--- src/rtl/bus_timer_slave.sv ---
// -----------------------------------------------------------------------------
// bus_timer_slave
//
// Interval timer that sits as a responder on the shared system bus. An access
// is requested by the initiator holding cs_ and as_ low; the block latches
// addr/rw/wr_data, optionally inserts WAIT_CYCLES wait states, then answers
// with a single-cycle active-low rdy_ pulse.
//
// Register map (word index on addr):
//   0 CTRL  : bit0 start, bit1 periodic
//   1 INTR  : bit0 irq flag (write 0 clears, write 1 sets)
//   2 EXPR  : expiry value
//   3 COUNT : free-running count while start=1
//
// Parameters:
//   WAIT_CYCLES  extra wait states before rdy_ (0..15)
//
// Ports:
//   clk      system clock, rising edge
//   reset    asynchronous reset, active low
//   cs_      chip select, active low
//   as_      address strobe, active low, held by initiator until rdy_
//   rw       1 = read, 0 = write
//   addr     register word index
//   wr_data  write data, valid with as_
//   rd_data  read data, non-zero only during the rdy_ cycle of a read
//   rdy_     access complete, active low, one cycle per access
//   irq      level interrupt, mirrors INTR bit0
//
// Build option:
//   TIMER_COUNT_WR_EN  when defined, COUNT is writable through address 3;
//                      otherwise writes to COUNT complete but are discarded.
//
// Bus handshake: a request is accepted only in IDLE when cs_=0 and as_=0 on a
// rising edge. The request is then owned by the slave; later changes on the
// bus inputs are ignored until the FSM returns to IDLE. rdy_ is low for
// exactly the ACK cycle, and ACK always returns to IDLE, so rdy_ can never be
// low on two consecutive cycles.
// -----------------------------------------------------------------------------
module bus_timer_slave #(
    parameter int WAIT_CYCLES = 0
) (
    input  logic        clk,
    input  logic        reset,
    input  logic        cs_,
    input  logic        as_,
    input  logic        rw,
    input  logic [1:0]  addr,
    input  logic [31:0] wr_data,
    output logic [31:0] rd_data,
    output logic        rdy_,
    output logic        irq
);

`ifdef TIMER_COUNT_WR_EN
    localparam bit COUNT_WRITABLE = 1'b1;
`else
    localparam bit COUNT_WRITABLE = 1'b0;
`endif

    localparam logic [1:0] ADDR_CTRL  = 2'd0;
    localparam logic [1:0] ADDR_INTR  = 2'd1;
    localparam logic [1:0] ADDR_EXPR  = 2'd2;
    localparam logic [1:0] ADDR_COUNT = 2'd3;

    typedef enum logic [1:0] {
        ST_IDLE = 2'd0,
        ST_WAIT = 2'd1,
        ST_ACK  = 2'd2
    } state_t;

    // Access FSM
    state_t      state;
    state_t      state_next;
    logic [3:0]  wait_cnt;
    logic [3:0]  wait_cnt_next;
    logic        latch_req;
    logic        req;

    // Latched request
    logic [1:0]  addr_q;
    logic        rw_q;
    logic [31:0] data_q;

    logic        rdy_q;

    // Timer registers
    logic        ctrl_start;
    logic        ctrl_periodic;
    logic        intr_irq;
    logic [31:0] expr_q;
    logic [31:0] count_q;

    logic        ctrl_start_next;
    logic        ctrl_periodic_next;
    logic        intr_irq_next;
    logic [31:0] expr_next;
    logic [31:0] count_next;

    logic        wr_commit;
    logic        expire;
    logic [31:0] rd_mux;

    assign req = ~cs_ & ~as_;

    // ------------------------------------------------------------------
    // Access FSM: next state
    // ------------------------------------------------------------------
    always_comb begin
        state_next    = state;
        wait_cnt_next = wait_cnt;
        latch_req     = 1'b0;
        case (state)
            ST_IDLE: begin
                if (req) begin
                    latch_req = 1'b1;
                    if (WAIT_CYCLES == 0) begin
                        state_next = ST_ACK;
                    end else begin
                        // Counter counts the remaining WAIT cycles after
                        // this one, so WAIT lasts exactly WAIT_CYCLES cycles.
                        state_next    = ST_WAIT;
                        wait_cnt_next = 4'(WAIT_CYCLES - 1);
                    end
                end
            end
            ST_WAIT: begin
                if (wait_cnt == 4'd0) begin
                    state_next = ST_ACK;
                end else begin
                    wait_cnt_next = wait_cnt - 4'd1;
                end
            end
            ST_ACK: begin
                state_next = ST_IDLE;
            end
            default: begin
                state_next = ST_IDLE;
            end
        endcase
    end

    // ------------------------------------------------------------------
    // Access FSM: state register and registered rdy_
    // ------------------------------------------------------------------
    always_ff @(posedge clk or negedge reset) begin
        if (!reset) begin
            state    <= ST_IDLE;
            wait_cnt <= 4'd0;
            rdy_q    <= 1'b1;
        end else begin
            state    <= state_next;
            wait_cnt <= wait_cnt_next;
            // Registered from next state so rdy_ is low exactly while in ACK.
            rdy_q    <= (state_next != ST_ACK);
        end
    end

    // ------------------------------------------------------------------
    // Request latch
    // ------------------------------------------------------------------
    always_ff @(posedge clk or negedge reset) begin
        if (!reset) begin
            addr_q <= 2'd0;
            rw_q   <= 1'b0;
            data_q <= 32'd0;
        end else if (latch_req) begin
            addr_q <= addr;
            rw_q   <= rw;
            data_q <= wr_data;
        end
    end

    // A write takes effect on the edge that leaves ACK.
    assign wr_commit = (state == ST_ACK) && !rw_q;

    // ------------------------------------------------------------------
    // Timer next-state. The timer update is computed first and the bus write
    // then overrides it, which gives the written value priority over
    // increment/clear. The irq set from an expiry is ORed back in so that an
    // expiry always wins against a clearing write.
    // ------------------------------------------------------------------
    assign expire = ctrl_start && (count_q == expr_q);

    always_comb begin
        ctrl_start_next    = ctrl_start;
        ctrl_periodic_next = ctrl_periodic;
        intr_irq_next      = intr_irq;
        expr_next          = expr_q;
        count_next         = count_q;

        if (ctrl_start) begin
            if (expire) begin
                count_next    = 32'd0;
                intr_irq_next = 1'b1;
                if (!ctrl_periodic) begin
                    ctrl_start_next = 1'b0;
                end
            end else begin
                // Wraps 0xFFFFFFFF -> 0 silently; only equality with EXPR
                // produces an event.
                count_next = count_q + 32'd1;
            end
        end

        if (wr_commit) begin
            case (addr_q)
                ADDR_CTRL: begin
                    ctrl_start_next    = data_q[0];
                    ctrl_periodic_next = data_q[1];
                end
                ADDR_INTR: begin
                    intr_irq_next = data_q[0] | expire;
                end
                ADDR_EXPR: begin
                    expr_next = data_q;
                end
                ADDR_COUNT: begin
                    if (COUNT_WRITABLE) begin
                        count_next = data_q;
                    end
                end
                default: begin
                end
            endcase
        end
    end

    always_ff @(posedge clk or negedge reset) begin
        if (!reset) begin
            ctrl_start    <= 1'b0;
            ctrl_periodic <= 1'b0;
            intr_irq      <= 1'b0;
            expr_q        <= 32'd0;
            count_q       <= 32'd0;
        end else begin
            ctrl_start    <= ctrl_start_next;
            ctrl_periodic <= ctrl_periodic_next;
            intr_irq      <= intr_irq_next;
            expr_q        <= expr_next;
            count_q       <= count_next;
        end
    end

    // ------------------------------------------------------------------
    // Read path: register contents as they stand during the ACK cycle,
    // forced to zero at all other times and for writes.
    // ------------------------------------------------------------------
    always_comb begin
        rd_mux = 32'd0;
        case (addr_q)
            ADDR_CTRL:  rd_mux = {30'd0, ctrl_periodic, ctrl_start};
            ADDR_INTR:  rd_mux = {31'd0, intr_irq};
            ADDR_EXPR:  rd_mux = expr_q;
            ADDR_COUNT: rd_mux = count_q;
            default:    rd_mux = 32'd0;
        endcase
    end

    assign rd_data = ((state == ST_ACK) && rw_q) ? rd_mux : 32'd0;
    assign rdy_    = rdy_q;
    assign irq     = intr_irq;

endmodule

--- config.mk ---
export PLATFORM = sky130hd
export DESIGN_NAME = bus_timer_slave
export DESIGN_NICKNAME = d
export VERILOG_FILES = /design/src/rtl/bus_timer_slave.sv
export SDC_FILE = /design/constraint.sdc
export NUM_CORES = 1
export LEC_CHECK = 0
export CAP_MARGIN = 10
export CORE_MARGIN = 2
export CORE_UTILIZATION = 49
export DETAILED_ROUTE_END_ITERATION = 7
export PLACE_DENSITY_LB_ADDON = 0.25
export SYNTH_ARGS = -nofsm -noshare
export SYNTH_HDL_FRONTEND = slang
export SYNTH_SLANG_ARGS = --single-unit
--- constraint.sdc ---
create_clock -name clk -period 4.4 [get_ports clk]
set_input_delay 1.1 -clock clk [delete_from_list [all_inputs] [get_ports clk]]
set_output_delay 1.1 -clock clk [all_outputs]
set_load 0.01 [all_outputs]
==> flow_summary_export.csv, run 1 <==
group,metric,value,unit
floorplan,die_w,109,µm
finish,final_common_cell,"dfrtp_1",
finish,nNetsFinal,569,
worst_setup_path,startpoint,"addr_q[0]",
detailed_routing,via_count,3589,
worst_setup_path,path_cells,"mux2_2, a22oi_1, nor2_1, clkdlybuf4s50_1",
floorplan,core_area,10800,µm²
yosys,ys_warn_count,0,
worst_setup_path,path_delay_family,"flip-flops",
detailed_routing,drc,0,
global_route,grt_max_degree,62,
global_route,grt_pass1_wl,18300,µm
power_and_ir_drop,powerDensity,443,nW/µm²
cts,insertion_delay,0.38,ns
timing,hold_viol,0,
yosys,synth_edf_count,0,
cts,post_cts_resized,0,
worst_setup_path,crit_path_end_kind,"output pin",
finish,fillerInstances,926,
cts,post-cts-setup-buffers,0,
global_route,antenna_found_initial,0,
finish,n_antenna_cell,0,
finish,seqCellArea,2730,µm²
cts,cts_root_buffer,"clkbuf_8",
worst_hold_path,hold_depth,1,
worst_setup_path,cp_num_buf_inv,1,
floorplan,die_area,11900,µm²
detailed_routing,drtIter0Drc,118,
worst_setup_path,ff2ff_path_depth,6,
cts,cts_tree,"done",
yosys,synth.avg_cell_area,11.6,µm²
detailed_routing,routed_wl,10900,µm
cts,clkTransAtPathRegs,0.10,ns
floorplan,rows,38,
yosys,synth-main-ff-cell,"dfrtp_1",
timing,fin_skew,0.00649,ns
finish,multi_input_area,2510,µm²
detailed_routing,viasPerCell,5.33,
timing,fmax,0.273,GHz
worst_setup_path,path_class,"reg2out",
worst_setup_path,start_kind,"register",
worst_setup_path,timing.rr.start,"count_q[7]",
floorplan,die_height,109,µm
cts,ctsHoldBuffers,0,
timing,setup_viol,0,
yosys,syn-num-nets,507,
timing,fin_setup_tns,0,ns
cts,htreeDepth,3,
timing,slew_headroom,0.340,
power_and_ir_drop,p_leak,2.88,nW
global_route,grt_pass1_vias,3665,
worst_setup_path,r2r_slack,1.96,ns
cts,cts-buffers-inserted,9,
worst_setup_path,critical-path-max-stage-delay,1.03,ns
global_route,grt_remaining_overflow,0,
yosys,syn_inst,466,
timing,drv_slew,0,
worst_hold_path,worstHoldPathType,"reg2reg",
global_route,grt_usage,0.202,
run_status,outcome,"finished clean",
worst_setup_path,path_depth,4,
worst_setup_path,worst_ep_required_time,3.30,ns
cts,cts_sinks,109,
worst_setup_path,arrival,2.56,ns
floorplan,ios,73,
yosys,syn_area,5400,µm²
place,port-buffer-count,72,
detailed_routing,dr.pass1.iters,4,
worst_setup_path,crit_path_top_delay_cell,"dfrtp_2",
timing,period_share,0.832,
finish,drive_gt1_frac,0.201,
place,routabilityCongestion,0.863,
finish,area_growth,19.0,%
timing,rsz0062_at_grt,"no",
timing,holdWs,0.499,ns
place,dp_hpwl,7720,µm
floorplan,start_util,0.501,
yosys,async_flop_share,1.00,
yosys,ys_seq_elements,109,
worst_setup_path,worstPathMaxFanout,38,
detailed_routing,final_antenna_net_count,0,
flow_run,cap_violations,0,
detailed_routing,detail_route.wl_per_cell,16.2,µm
yosys,ys_types,43,
finish,fin_util,0.596,
finish,final_cell_mix,"107 x dfrtp_1, 71 x clkdlybuf4s50_1, 69 x mux2_2",
cts,clk_path_buf_depth,2,
yosys,seq_area_frac_synth,0.505,
worst_hold_path,hp-start,"wait_cnt[3]",
timing,worst_slew_pin_slew,0.991,ns
timing,final.min_clock_period,3.66,ns
power_and_ir_drop,vdd_drop_max,214,µV
## where the power goes
group	switching [mW]	total [mW]	internal, mW
combinational	0.277	0.671	0.393
clock	0.343	0.678	0.335
sequential	0.264	1.50	1.24
## cell usage after synthesis, types with 3 or more instances
library cell  instances  area (µm²)
and3_1                5        31.3
nor2_2                4        25.0
mux2i_1              30         300
mux2_2               69         777
o21ai_0               6        30.0
nand2_1              18        67.6
nand4_1              10        62.6
xnor2_1               6        52.6
a21oi_1               4        20.0
nor4_1                7        43.8
inv_1                 7        26.3
nor2_1               59         221
nand3_1              13        65.1
clkbuf_1              8        30.0
buf_6                 3        33.8
and4_1                5        43.8
dfrtp_1             108        2700
xor2_1               54         473
nor3_1                4        20.0
buf_2                14        70.1
or3_1                 3        18.8
## cells by family (layout without fill, tap and decap cells)
family / count (synthesis) / in the layout / share of synthesized area
adders and majority gates: 2 / 2 / 0.00463
xor gates and xnor gates: 60 / 60 / 0.0972
buffers and inverters: 34 / 101 / 0.0315
AOI/OAI and AO/OA: 17 / 17 / 0.0211
DFF: 109 / 109 / 0.505
muxes: 100 / 100 / 0.204
and+or+nand+nor: 144 / 144 / 0.137
## worst paths after layout
| kind | to |
|---|---|
| min in group asynchronous | data_q[11] |
| max in group asynchronous | rdy_ |
| min reg2reg | wait_cnt[3] |
| max | rd_data[1] |
| min | wait_cnt[3] |
| max reg2reg | count_q[1] |
## stage by stage
step | power (mW) | cells | cell area (µm²) | setup WS [ns]
after global routing | 3.02 | 673 | 6430 | 0.611
after detailed placement | 2.20 | 657 | 6210 | 1.14
after global placement | 2.17 | 657 | 6210 | 1.16
after floorplan | 1.94 | 466 | 5400 | 1.96
final | 2.85 | 673 | 6430 | 0.741
after CTS | 2.88 | 673 | 6430 | 0.700
## layout make-up
class | count | share of cell area
Sequential cell | 109 | 0.424
Multi-Input combinational cell | 323 | 0.391
Timing Repair Buffer | 78 | 0.119
Tap cell | 140 | 0.0272
Clock buffer | 10 | 0.0214
Clock inverter | 6 | 0.0134
Inverter | 7 | 0.00408
## sequential cells by signal, indices dropped and copies added (netlist names), 2 cells and up
name      flops
data_q       32
expr_q       32
wait_cnt      4
count_q      32
addr_q        2
state         2
## routing by layer
| metal | global-route usage | vias up | wire length [µm] |
|---|---|---|---|
| met5 | 0 | - | 0 |
| li1 | - | 1728 | - |
| met2 | 0.321 | 66 | 5110 |
| met1 | 0.272 | 1781 | 5110 |
| met4 | 0.0714 | 0 | 189 |
| met3 | 0.0478 | 14 | 517 |
No activity file was read; power rests on OpenSTA's default activity.
==> inputs of run 2 (changes only) <==
- clock period: 4.4 -> 3.41 ns (I/O delays scaled with it)
==> flow_summary_export.csv, run 2 (synthesis gave the netlist of run 1 again) <==
group,metric,value,unit
run_status,outcome,"finished clean",
cts,post_cts_resized,0,
cts,ctsHoldBuffers,0,
global_route,grt_usage,0.208,
timing,setup_viol,0,
worst_setup_path,reg2reg_to,"irq",
finish,fillerInstances,918,
finish,n_antenna_cell,0,
worst_setup_path,path_class,"reg2out",
floorplan,start_util,0.501,
power_and_ir_drop,power_frac_seq,0.529,
finish,final_cell_mix,"107 x dfrtp_1, 71 x clkdlybuf4s50_1, 69 x mux2_2",
timing,drv_slew,0,
floorplan,die_height,109,µm
worst_hold_path,worstHoldPathType,"in2async",
cts,clk_path_buf_depth,2,
worst_setup_path,startpoint,"addr_q[0]",
timing,fin_skew,0.00991,ns
worst_setup_path,worstPathMaxFanout,15,
power_and_ir_drop,internal_power,2.47,mW
worst_setup_path,r2r_slack,0.96,ns
worst_setup_path,start_kind,"register",
floorplan,die_area,11900,µm²
floorplan,die_w,109,µm
cts,clkTransAtPathRegs,0.10,ns
timing,final.min_clock_period,2.93,ns
worst_setup_path,ff2ff_path_depth,6,
finish,fin_util,0.596,
power_and_ir_drop,p_sw_frac,0.315,
global_route,antenna_found_initial,0,
place,dp_hpwl,7910,µm
finish,final_common_cell,"dfrtp_1",
detailed_routing,detail_route.wl_per_cell,16.6,µm
floorplan,rows,38,
floorplan,ios,73,
detailed_routing,viasPerCell,5.32,
place,routabilityCongestion,0.863,
cts,insertion_delay,0.39,ns
global_route,grt_max_degree,54,
worst_setup_path,worst_ep_required_time,2.56,ns
cts,cts_tree,"done",
detailed_routing,drtIter0Drc,176,
place,port-buffer-count,72,
power_and_ir_drop,p_comb_frac,0.250,
timing,setup_slack,0.478,ns
detailed_routing,dr.pass1.iters,6,
finish,seqCellArea,2730,µm²
worst_setup_path,crit_path_top_delay_cell,"dfrtp_2",
power_and_ir_drop,pwr-share-clk,0.221,
place,preCtsSetupSlack,0.897,ns
power_and_ir_drop,vdd_drop_max,308,µV
worst_setup_path,critical-path-max-stage-delay,0.52,ns
worst_setup_path,path_cells,"buf_4, mux2i_1, nor2_1, clkdlybuf4s50_1",
detailed_routing,routed_wl,11200,µm
global_route,grt_pass1_wl,18800,µm
detailed_routing,drc,0,
timing,fmax,0.341,GHz
finish,reg_top3,"count_q (32), data_q (32), expr_q (32)",
finish,multi_input_area,2510,µm²
flow_run,cap_violations,0,
global_route,grt_pass1_vias,3745,
floorplan,core_area,10800,µm²
worst_setup_path,crit_path_end_kind,"output pin",
timing,hold_viol,0,
worst_setup_path,arrival,2.08,ns
timing,slew_headroom,0.371,
finish,nNetsFinal,571,
detailed_routing,via_count,3593,
timing,fin_setup_tns,0,ns
detailed_routing,final_antenna_net_count,0,
cts,cts-buffers-inserted,9,
finish,area_growth,19.0,%
finish,drive_gt1_frac,0.200,
timing,period_share,0.860,
power_and_ir_drop,powerDensity,560,nW/µm²
power_and_ir_drop,p_sw,1.13,mW
cts,cts_root_buffer,"clkbuf_8",
power_and_ir_drop,p_leak,2.88,nW
global_route,grt_remaining_overflow,0,
timing,rsz0062_at_grt,"no",
timing,worst_slew_pin_slew,0.935,ns
worst_setup_path,timing.rr.start,"count_q[7]",
cts,cts_sinks,109,
cts,post-cts-setup-buffers,0,
cts,htreeDepth,3,
==> run 2: how the worst max path moves through the flow <==
stage	to	cells past startpoint
finish	rd_data[7]	4
global route	rd_data[7]	4
CTS	rd_data[1]	4
detailed placement	rd_data[1]	4
global placement	data_q[15]	4
floorplan	addr_q[1]	3
==> run 2: layer usage <==
metal | track usage | up-vias | share of wire
met1 | 0.281 | 1798 | 0.46
li1 | - | 1724 | -
met2 | 0.342 | 63 | 0.49
met5 | 0 | - | 0
met3 | 0.0335 | 8 | 0.037
met4 | 0.0714 | 0 | 0.015
==> run 2: final cells by class <==
cell class,count,area share
clock inverter,4,0.00740
inverter,7,0.00409
multi-input combinational,323,0.391
timing repair buffer,80,0.123
tap,140,0.0272
clock buffer,12,0.0226
sequential,109,0.425
==> run 2: through the flow <==
stage / area (µm²) / cells / total power, mW / hold slack (ns)
final: 6430 / 675 / 3.60 / 0.387
after global routing: 6430 / 675 / 3.83 / 0.413
after CTS: 6430 / 675 / 3.64 / 0.397
after detailed placement: 6240 / 659 / 2.84 / 0.492
after global placement: 6240 / 659 / 2.82 / 0.481
after floorplan: 5400 / 466 / 2.50 / 0.465
==> run 2: power groups by stage <==
| stage | Clock [mW] | Sequential, mW | Combinational, mW |
|---|---|---|---|
| after global routing | 0.873 | 1.96 | 1.00 |
| after global placement | 0 | 1.92 | 0.898 |
| after CTS | 0.818 | 1.91 | 0.916 |
| final | 0.797 | 1.91 | 0.901 |
| after detailed placement | 0 | 1.94 | 0.907 |
| after floorplan | 0 | 1.81 | 0.693 |
==> run 2: critical path, delay by kind of cell, from the launching register on <==
kind,cells,cell delay [ns]
DFF,1,0.52
and+or+nand+nor,1,0.07
muxes,1,0.29
buffers and inverters,2,0.81
